File: src/rtl/punc_control_if.sv
// Control/status bundle between the PUnC control FSM and the PUnC datapath.
// master = controller (drives every select/enable, reads IR and flags).
// slave  = datapath (drives IR and n/z/p, consumes the controls).
interface punc_control_if;
  logic [15:0] ir;
  logic        n;
  logic        z;
  logic        p;

  logic        pc_ld;
  logic        pc_clr;
  logic        pc_inc;
  logic        ir_ld;
  logic        pc_data_sel;
  logic        pc_add_sel;
  logic [1:0]  addr_mem_sel;
  logic        w_en_mem;
  logic [1:0]  w_rf_sel;
  logic [2:0]  r_addr_0_rf;
  logic [2:0]  r_addr_1_rf;
  logic [2:0]  w_addr_rf;
  logic        w_en_rf;
  logic [15:0] sext_data;
  logic        a_sel;
  logic        b_sel;
  logic [1:0]  alu_sel;
  logic        nzp_sel;
  logic        n_ld;
  logic        z_ld;
  logic        p_ld;
  logic        store_ld;
  logic        halted;

  modport master (
    input  ir, n, z, p,
    output pc_ld, pc_clr, pc_inc, ir_ld, pc_data_sel, pc_add_sel,
           addr_mem_sel, w_en_mem, w_rf_sel, r_addr_0_rf, r_addr_1_rf,
           w_addr_rf, w_en_rf, sext_data, a_sel, b_sel, alu_sel, nzp_sel,
           n_ld, z_ld, p_ld, store_ld, halted
  );

  modport slave (
    output ir, n, z, p,
    input  pc_ld, pc_clr, pc_inc, ir_ld, pc_data_sel, pc_add_sel,
           addr_mem_sel, w_en_mem, w_rf_sel, r_addr_0_rf, r_addr_1_rf,
           w_addr_rf, w_en_rf, sext_data, a_sel, b_sel, alu_sel, nzp_sel,
           n_ld, z_ld, p_ld, store_ld, halted
  );
endinterface

File: src/rtl/punc_control.sv
// PUnC LC3 control FSM: INIT/FETCH/DECODE/EXEC(/EXEC2)/HALT sequencing of the datapath.
// Latency: 3 cycles per instruction, 4 for LDI/STI; controls are combinational from state and IR.
// No backpressure: the datapath always completes a step in one cycle. Optional: PUNC_INSTR_COUNT_EN.
module punc_control #(
  parameter logic [3:0] HALT_OPCODE = 4'hF,
  parameter int         STATE_W     = 3
) (
  input  logic           clk,
  input  logic           rst,
  punc_control_if.master ctl
`ifdef PUNC_INSTR_COUNT_EN
  ,
  output logic [15:0]    instr_count
`endif
);

  typedef enum logic [STATE_W-1:0] {
    S_INIT, S_FETCH, S_DECODE, S_EXEC, S_EXEC2, S_HALT
  } state_t;

  localparam logic [3:0] OP_BR  = 4'b0000;
  localparam logic [3:0] OP_ADD = 4'b0001;
  localparam logic [3:0] OP_LD  = 4'b0010;
  localparam logic [3:0] OP_ST  = 4'b0011;
  localparam logic [3:0] OP_JSR = 4'b0100;
  localparam logic [3:0] OP_AND = 4'b0101;
  localparam logic [3:0] OP_LDR = 4'b0110;
  localparam logic [3:0] OP_STR = 4'b0111;
  localparam logic [3:0] OP_NOT = 4'b1001;
  localparam logic [3:0] OP_LDI = 4'b1010;
  localparam logic [3:0] OP_STI = 4'b1011;
  localparam logic [3:0] OP_JMP = 4'b1100;
  localparam logic [3:0] OP_LEA = 4'b1110;

  state_t      state;
  logic [3:0]  opcode;
  logic        indirect;
  logic        br_taken;
  logic [15:0] sext5;
  logic [15:0] sext6;
  logic [15:0] sext9;

  assign opcode   = ctl.ir[15:12];
  assign indirect = (opcode == OP_LDI) || (opcode == OP_STI);
  assign br_taken = (ctl.ir[11] & ctl.n) | (ctl.ir[10] & ctl.z) | (ctl.ir[9] & ctl.p);
  assign sext5    = {{11{ctl.ir[4]}}, ctl.ir[4:0]};
  assign sext6    = {{10{ctl.ir[5]}}, ctl.ir[5:0]};
  assign sext9    = {{7{ctl.ir[8]}}, ctl.ir[8:0]};

  // State sequencing; reset returns to INIT from anywhere, HALT holds until reset.
  always_ff @(posedge clk) begin
    if (!rst) begin
      state <= S_INIT;
    end else begin
      case (state)
        S_INIT:   state <= S_FETCH;
        S_FETCH:  state <= S_DECODE;
        S_DECODE: state <= (opcode == HALT_OPCODE) ? S_HALT : S_EXEC;
        S_EXEC:   state <= indirect ? S_EXEC2 : S_FETCH;
        S_EXEC2:  state <= S_FETCH;
        S_HALT:   state <= S_HALT;
        default:  state <= S_INIT;
      endcase
    end
  end

`ifdef PUNC_INSTR_COUNT_EN
  logic retire;
  assign retire = ((state == S_EXEC) && !indirect) || (state == S_EXEC2);

  // Count instructions retiring into FETCH; wraps naturally at 16 bits.
  always_ff @(posedge clk) begin
    if (!rst) begin
      instr_count <= 16'd0;
    end else if (retire) begin
      instr_count <= instr_count + 16'd1;
    end
  end
`endif

  // Datapath controls decoded from state and IR; everything forced low while in reset.
  always_comb begin
    ctl.pc_ld        = 1'b0;
    ctl.pc_clr       = 1'b0;
    ctl.pc_inc       = 1'b0;
    ctl.ir_ld        = 1'b0;
    ctl.pc_data_sel  = 1'b0;
    ctl.pc_add_sel   = 1'b0;
    ctl.addr_mem_sel = 2'b00;
    ctl.w_en_mem     = 1'b0;
    ctl.w_rf_sel     = 2'b00;
    ctl.r_addr_0_rf  = 3'd0;
    ctl.r_addr_1_rf  = 3'd0;
    ctl.w_addr_rf    = 3'd0;
    ctl.w_en_rf      = 1'b0;
    ctl.sext_data    = 16'd0;
    ctl.a_sel        = 1'b0;
    ctl.b_sel        = 1'b0;
    ctl.alu_sel      = 2'b00;
    ctl.nzp_sel      = 1'b0;
    ctl.n_ld         = 1'b0;
    ctl.z_ld         = 1'b0;
    ctl.p_ld         = 1'b0;
    ctl.store_ld     = 1'b0;
    ctl.halted       = 1'b0;
    if (rst) begin
      case (state)
        S_INIT: ctl.pc_clr = 1'b1;
        S_FETCH: begin
          ctl.ir_ld  = 1'b1;
          ctl.pc_inc = 1'b1;
        end
        S_EXEC: begin
          case (opcode)
            OP_ADD, OP_AND, OP_NOT: begin
              ctl.r_addr_0_rf = ctl.ir[8:6];
              ctl.a_sel       = 1'b1;
              if (opcode == OP_NOT) begin
                ctl.alu_sel = 2'b11;
              end else begin
                ctl.alu_sel = (opcode == OP_AND) ? 2'b01 : 2'b00;
                if (ctl.ir[5]) begin
                  ctl.b_sel     = 1'b1;
                  ctl.sext_data = sext5;
                end else begin
                  ctl.r_addr_1_rf = ctl.ir[2:0];
                end
              end
              ctl.w_rf_sel  = 2'b10;
              ctl.w_addr_rf = ctl.ir[11:9];
              ctl.w_en_rf   = 1'b1;
              ctl.n_ld      = 1'b1;
              ctl.z_ld      = 1'b1;
              ctl.p_ld      = 1'b1;
            end
            OP_BR: begin
              if (br_taken) begin
                ctl.pc_ld      = 1'b1;
                ctl.pc_add_sel = 1'b1;
              end
            end
            OP_JMP, OP_JSR: begin
              ctl.pc_ld = 1'b1;
              if (opcode == OP_JSR) begin
                ctl.w_addr_rf = 3'd7;
                ctl.w_en_rf   = 1'b1;
              end
              // JSR with ir[11] uses the PC+off11 adder (both selects 0); the rest jump via a register.
              if (opcode == OP_JMP || !ctl.ir[11]) begin
                ctl.r_addr_0_rf = ctl.ir[8:6];
                ctl.a_sel       = 1'b1;
                ctl.alu_sel     = 2'b10;
                ctl.pc_data_sel = 1'b1;
              end
            end
            OP_LD, OP_LDR, OP_ST, OP_STR, OP_LEA, OP_LDI, OP_STI: begin
              // Effective address (or LEA result) = base + offset through the ALU.
              ctl.b_sel = 1'b1;
              if (opcode == OP_LDR || opcode == OP_STR) begin
                ctl.a_sel       = 1'b1;
                ctl.r_addr_0_rf = ctl.ir[8:6];
                ctl.sext_data   = sext6;
              end else begin
                ctl.sext_data = sext9;
              end
              if (opcode != OP_LEA) ctl.addr_mem_sel = 2'b01;
              if (opcode == OP_LEA) begin
                ctl.w_rf_sel  = 2'b10;
                ctl.w_addr_rf = ctl.ir[11:9];
                ctl.w_en_rf   = 1'b1;
              end
              if (opcode == OP_LD || opcode == OP_LDR) begin
                ctl.w_rf_sel  = 2'b01;
                ctl.w_addr_rf = ctl.ir[11:9];
                ctl.w_en_rf   = 1'b1;
                ctl.nzp_sel   = 1'b1;
                ctl.n_ld      = 1'b1;
                ctl.z_ld      = 1'b1;
                ctl.p_ld      = 1'b1;
              end
              if (opcode == OP_ST || opcode == OP_STR) begin
                ctl.r_addr_1_rf = ctl.ir[11:9];
                ctl.w_en_mem    = 1'b1;
              end
              if (indirect) ctl.store_ld = 1'b1;
            end
            default: ;
          endcase
        end
        S_EXEC2: begin
          // Second access goes through the pointer captured in the store register.
          ctl.addr_mem_sel = 2'b10;
          if (opcode == OP_LDI) begin
            ctl.w_rf_sel  = 2'b01;
            ctl.w_en_rf   = 1'b1;
            ctl.w_addr_rf = ctl.ir[11:9];
            ctl.nzp_sel   = 1'b1;
            ctl.n_ld      = 1'b1;
            ctl.z_ld      = 1'b1;
            ctl.p_ld      = 1'b1;
          end
          if (opcode == OP_STI) begin
            ctl.r_addr_1_rf = ctl.ir[11:9];
            ctl.w_en_mem    = 1'b1;
          end
        end
        S_HALT: ctl.halted = 1'b1;
        default: ;
      endcase
    end
  end

endmodule

File: src/flat_wrapper.sv
// flat-port wrapper written by rule: the top's interface ports become plain ports
module punc_control_flat 
#(
  parameter logic [3:0] HALT_OPCODE = 4'hF,
  parameter int         STATE_W     = 3
)
  (clk, rst, ctl_ir, ctl_n, ctl_z, ctl_p, ctl_pc_ld, ctl_pc_clr, ctl_pc_inc, ctl_ir_ld, ctl_pc_data_sel, ctl_pc_add_sel, ctl_addr_mem_sel, ctl_w_en_mem, ctl_w_rf_sel, ctl_r_addr_0_rf, ctl_r_addr_1_rf, ctl_w_addr_rf, ctl_w_en_rf, ctl_sext_data, ctl_a_sel, ctl_b_sel, ctl_alu_sel, ctl_nzp_sel, ctl_n_ld, ctl_z_ld, ctl_p_ld, ctl_store_ld, ctl_halted);
  punc_control_if ctl_i ();
  input  logic clk;
  input  logic rst;
  input wire logic [$bits(ctl_i.ir)-1:0] ctl_ir;
  input wire logic [$bits(ctl_i.n)-1:0] ctl_n;
  input wire logic [$bits(ctl_i.z)-1:0] ctl_z;
  input wire logic [$bits(ctl_i.p)-1:0] ctl_p;
  output wire logic [$bits(ctl_i.pc_ld)-1:0] ctl_pc_ld;
  output wire logic [$bits(ctl_i.pc_clr)-1:0] ctl_pc_clr;
  output wire logic [$bits(ctl_i.pc_inc)-1:0] ctl_pc_inc;
  output wire logic [$bits(ctl_i.ir_ld)-1:0] ctl_ir_ld;
  output wire logic [$bits(ctl_i.pc_data_sel)-1:0] ctl_pc_data_sel;
  output wire logic [$bits(ctl_i.pc_add_sel)-1:0] ctl_pc_add_sel;
  output wire logic [$bits(ctl_i.addr_mem_sel)-1:0] ctl_addr_mem_sel;
  output wire logic [$bits(ctl_i.w_en_mem)-1:0] ctl_w_en_mem;
  output wire logic [$bits(ctl_i.w_rf_sel)-1:0] ctl_w_rf_sel;
  output wire logic [$bits(ctl_i.r_addr_0_rf)-1:0] ctl_r_addr_0_rf;
  output wire logic [$bits(ctl_i.r_addr_1_rf)-1:0] ctl_r_addr_1_rf;
  output wire logic [$bits(ctl_i.w_addr_rf)-1:0] ctl_w_addr_rf;
  output wire logic [$bits(ctl_i.w_en_rf)-1:0] ctl_w_en_rf;
  output wire logic [$bits(ctl_i.sext_data)-1:0] ctl_sext_data;
  output wire logic [$bits(ctl_i.a_sel)-1:0] ctl_a_sel;
  output wire logic [$bits(ctl_i.b_sel)-1:0] ctl_b_sel;
  output wire logic [$bits(ctl_i.alu_sel)-1:0] ctl_alu_sel;
  output wire logic [$bits(ctl_i.nzp_sel)-1:0] ctl_nzp_sel;
  output wire logic [$bits(ctl_i.n_ld)-1:0] ctl_n_ld;
  output wire logic [$bits(ctl_i.z_ld)-1:0] ctl_z_ld;
  output wire logic [$bits(ctl_i.p_ld)-1:0] ctl_p_ld;
  output wire logic [$bits(ctl_i.store_ld)-1:0] ctl_store_ld;
  output wire logic [$bits(ctl_i.halted)-1:0] ctl_halted;
  assign ctl_i.ir = ctl_ir;
  assign ctl_i.n = ctl_n;
  assign ctl_i.z = ctl_z;
  assign ctl_i.p = ctl_p;
  assign ctl_pc_ld = ctl_i.pc_ld;
  assign ctl_pc_clr = ctl_i.pc_clr;
  assign ctl_pc_inc = ctl_i.pc_inc;
  assign ctl_ir_ld = ctl_i.ir_ld;
  assign ctl_pc_data_sel = ctl_i.pc_data_sel;
  assign ctl_pc_add_sel = ctl_i.pc_add_sel;
  assign ctl_addr_mem_sel = ctl_i.addr_mem_sel;
  assign ctl_w_en_mem = ctl_i.w_en_mem;
  assign ctl_w_rf_sel = ctl_i.w_rf_sel;
  assign ctl_r_addr_0_rf = ctl_i.r_addr_0_rf;
  assign ctl_r_addr_1_rf = ctl_i.r_addr_1_rf;
  assign ctl_w_addr_rf = ctl_i.w_addr_rf;
  assign ctl_w_en_rf = ctl_i.w_en_rf;
  assign ctl_sext_data = ctl_i.sext_data;
  assign ctl_a_sel = ctl_i.a_sel;
  assign ctl_b_sel = ctl_i.b_sel;
  assign ctl_alu_sel = ctl_i.alu_sel;
  assign ctl_nzp_sel = ctl_i.nzp_sel;
  assign ctl_n_ld = ctl_i.n_ld;
  assign ctl_z_ld = ctl_i.z_ld;
  assign ctl_p_ld = ctl_i.p_ld;
  assign ctl_store_ld = ctl_i.store_ld;
  assign ctl_halted = ctl_i.halted;
  punc_control #(.HALT_OPCODE(HALT_OPCODE), .STATE_W(STATE_W)) u_core (.clk(clk), .rst(rst), .ctl(ctl_i));
endmodule
File: config.mk
export PLATFORM = sky130hd
export DESIGN_NAME = punc_control_flat
export DESIGN_NICKNAME = d
export VERILOG_FILES = /design/src/rtl/punc_control_if.sv /design/src/rtl/punc_control.sv /design/src/flat_wrapper.sv
export SDC_FILE = /design/constraint.sdc
export NUM_CORES = 1
export LEC_CHECK = 0
export ABC_AREA = 1
export CORE_MARGIN = 4
export CORE_UTILIZATION = 34
export DETAILED_ROUTE_END_ITERATION = 6
export GPL_TIMING_DRIVEN = 0
export PLACE_DENSITY = 0.86
export SLEW_MARGIN = 5
export SYNTH_ARGS = -nofsm -noshare
export SYNTH_HDL_FRONTEND = slang
export SYNTH_SLANG_ARGS = --single-unit
File: constraint.sdc
create_clock -name clk -period 1.8 [get_ports clk]
set_input_delay 0.27 -clock clk [delete_from_list [all_inputs] [get_ports clk]]
set_output_delay 0.27 -clock clk [all_outputs]
set_load 0.02 [all_outputs]
==> metrics <==
outcome=finished with violations; violated checks=setup timing; Synth Cell Area=892.1 um^2; family with the most delay on the worst path=buffers and inverters; remaining antenna violation count=0; PwrDens=313.7 nW/um^2; root buf cell=clkbuf_4; skew final=0.01524 ns; max reg flops=3; hold path cells=3; critical path cell sequence=inv_4 > nand3_4 > inv_2 > o211ai_1 > buf_4 > nor2_4 > buf_4 > buf_4; Max Cap Violations=0; CP max-delay cell=dfxtp_4; synthesis-to-finish area growth=78.82%; Final Setup Violations=6; startpoint types=flop; global-route met3 utilization=3.704%; leakage power=0.9421 nW; top-count cell post-synth=nand2_1; chip height=59.23 um; initial antenna violation count=0; top cell type's share of synthesized area=19.78%; most instantiated cells after synthesis=47 x nand2_1, 34 x nor2_1, 32 x inv_1; Largest Register=u_core.state; Avg Synthesized Cell Area=4.956 um^2; wire length of the first global-routing pass=5.023 mm; yosys warns=0; RSZ-0062 raised after global routing=yes; worst min path class=input port to flop; GRT Util Overall=17.96%; Slew @ Worst Pin=0.2722 ns; Synth async-reset ratio=0%; Yosys reg bits=3; final setup margin=-0.02360 ns; Final Hold Violating Endpoints=0; Slew Viols, Final=0; Tot Pwr=0.5004 mW; M1 GR Usage=21.02%; vias in the first global route=1213; Regs by FF count=u_core.state (3); pin count of the biggest net entering global routing=11; Hold Crit Start=rst; Post-synth EDFFs=0; gr busiest metal=met2; nets=280; number of clock sinks=3; cells after synthesis=180; Port Buffers=65; Top FF cell, synth=dfxtp_1; Routability Congestion=0.8328; Hold Buf Count CTS=0; CTS tree=yes; cell taking the most area after synthesis=nand2_1; crit path buf inv count=5; Ant. Diodes=0; clock-pin slew on the worst setup and hold paths=0.03 ns; met2 Usage GRT=31.20%; Rel. slew slack=81.71%; # DRC=0; final non-filler cell total=288; reg2reg start=u_core.state[2]; H-tree depth=1; Tmin final=1.824 ns; Detailed Place HPWL=2.487 mm; Syn Nets=201; Vias/cell=4.826; total congestion overflow=0; routed len/inst=11.43 um; register area share after synthesis=6.732%; Worst R2R Path Depth=6; CP Max Fanout=8; Max Fclk=548.4 MHz; CTS buffer count=3; Util after Layout=63.81%; wirelength, routed=3.293 mm; initial drt markers=31; routed vias=1390; WHS Endpoint=u_core.state[2]; Cells after DPL=275; worst-case vdd ir drop=0.3659 mV; cell mode on critical path=buf_4; row cnt=18; Netlist cell types=24; crit path capture type=output port; CP arrival=1.55 ns; placeable core region=2500 um^2; initial cell density of the core=35.69%; Top Ports=68; crit-path max cell delay=0.36 ns; synth top area cells=nand2_1 20%, nor2_1 14%, inv_1 13%; r2r endpoint=u_core.state[0]; ratio of cells with drive above 1 in the final layout=39.92%; Max Root-Sink Buffers=2; die extent in x=59.23 um; die area=3508 um^2; Clock Latency Late Sink=0.26 ns; DR pass1 iterations=5; kind of critical path=flop to output port; period utilisation layout=101.3%; flop-to-flop setup slack=0.75 ns; Worst Path Required=1.53 ns
-- what timing repair did --
action / in CTS / in global routing
endpoints found under the hold margin: 0 / 0
buffers inserted: 3 / 6
pin swaps: 4 / 7
endpoints found under the setup margin: 47 / 43
gates resized for setup: 158 / 66
-- worst max-delay path by stage --
stage / start / to / slack [ns] / depth (start not counted)
2_1_floorplan: ctl_ir[15] / ctl_sext_data[10] / 0.09 / 9
3_3_place_gp: ctl_ir[12] / ctl_sext_data[11] / -0.97 / 9
3_5_place_dp: ctl_ir[12] / ctl_sext_data[10] / -0.96 / 9
4_1_cts: ctl_ir[12] / ctl_sext_data[11] / -0.12 / 8
5_1_grt: u_core.state[2] / ctl_sext_data[11] / -0.11 / 8
6_report: u_core.state[2] / ctl_sext_data[14] / -0.02 / 8
-- cell families (layout without fill, tap and decap cells) --
logic type             after synthesis  after routing  share of synthesized area, %
and+or+nand+nor                    109            109                         54.14
buffers and inverters               47            125                         25.95
DFF                                  3              3                         6.732
AOI/OAI and AO/OA                   21             21                         13.18
-- tightest hold or removal path: stages --
cell      delay [ns]
clkbuf_2        0.16
nand2_1         0.10
inv_1           0.03
-- final cells by class --
type / count / area [um^2]
Buffer: 13 / 111.4
Clock buffer: 4 / 26.28
Fill cell: 269 / 904.6
Inverter: 34 / 130.1
Multi-Input combinational cell: 130 / 690.7
Sequential cell: 3 / 66.31
Tap cell: 30 / 37.54
Timing Repair Buffer: 74 / 533.0
-- power by group --
group          switching [mW]  leakage, nW  internal, mW
clock                  0.0506       0.0150        0.0840
combinational           0.165        0.901         0.113
sequential             0.0114       0.0261        0.0758
total                   0.227        0.942         0.273
-- cells in the final DEF (no fill, tap or decap), types with 5 or more instances in the layout --
master | netlist | final
nand2_1 | 47 | 43
nor2_1 | 34 | 32
inv_1 | 32 | 28
buf_4 | 10 | 27
buf_2 | 0 | 22
clkdlybuf4s50_1 | 0 | 13
nand3_1 | 15 | 11
clkbuf_2 | 0 | 10
a21oi_1 | 9 | 9
dlygate4sd2_1 | 0 | 6
inv_2 | 2 | 5
nand2_2 | 1 | 5
-- per-stage QoR --
stage	hold slack [ns]	setup slack, ns	TNS, ns	instance area, um^2
after floorplan	0.3676	0.08518	0	894.6
after CTS	0.4692	-0.1221	-0.8990	1653
after detailed placement	0.5892	-0.9608	-31.84	1583
after global routing	0.3657	-0.1135	-1.110	1595
final	0.3453	-0.02360	-0.1292	1595
after global placement	0.5797	-0.9704	-31.56	1583
-- metal layers --
layer / vias to the layer above / wire length [um]
met5: - / 0
met3: 4 / 297
met1: 630 / 1352
met2: 54 / 1607
li1: 702 / -
met4: 0 / 36
Note: power is estimated with default switching activity, not from simulation.
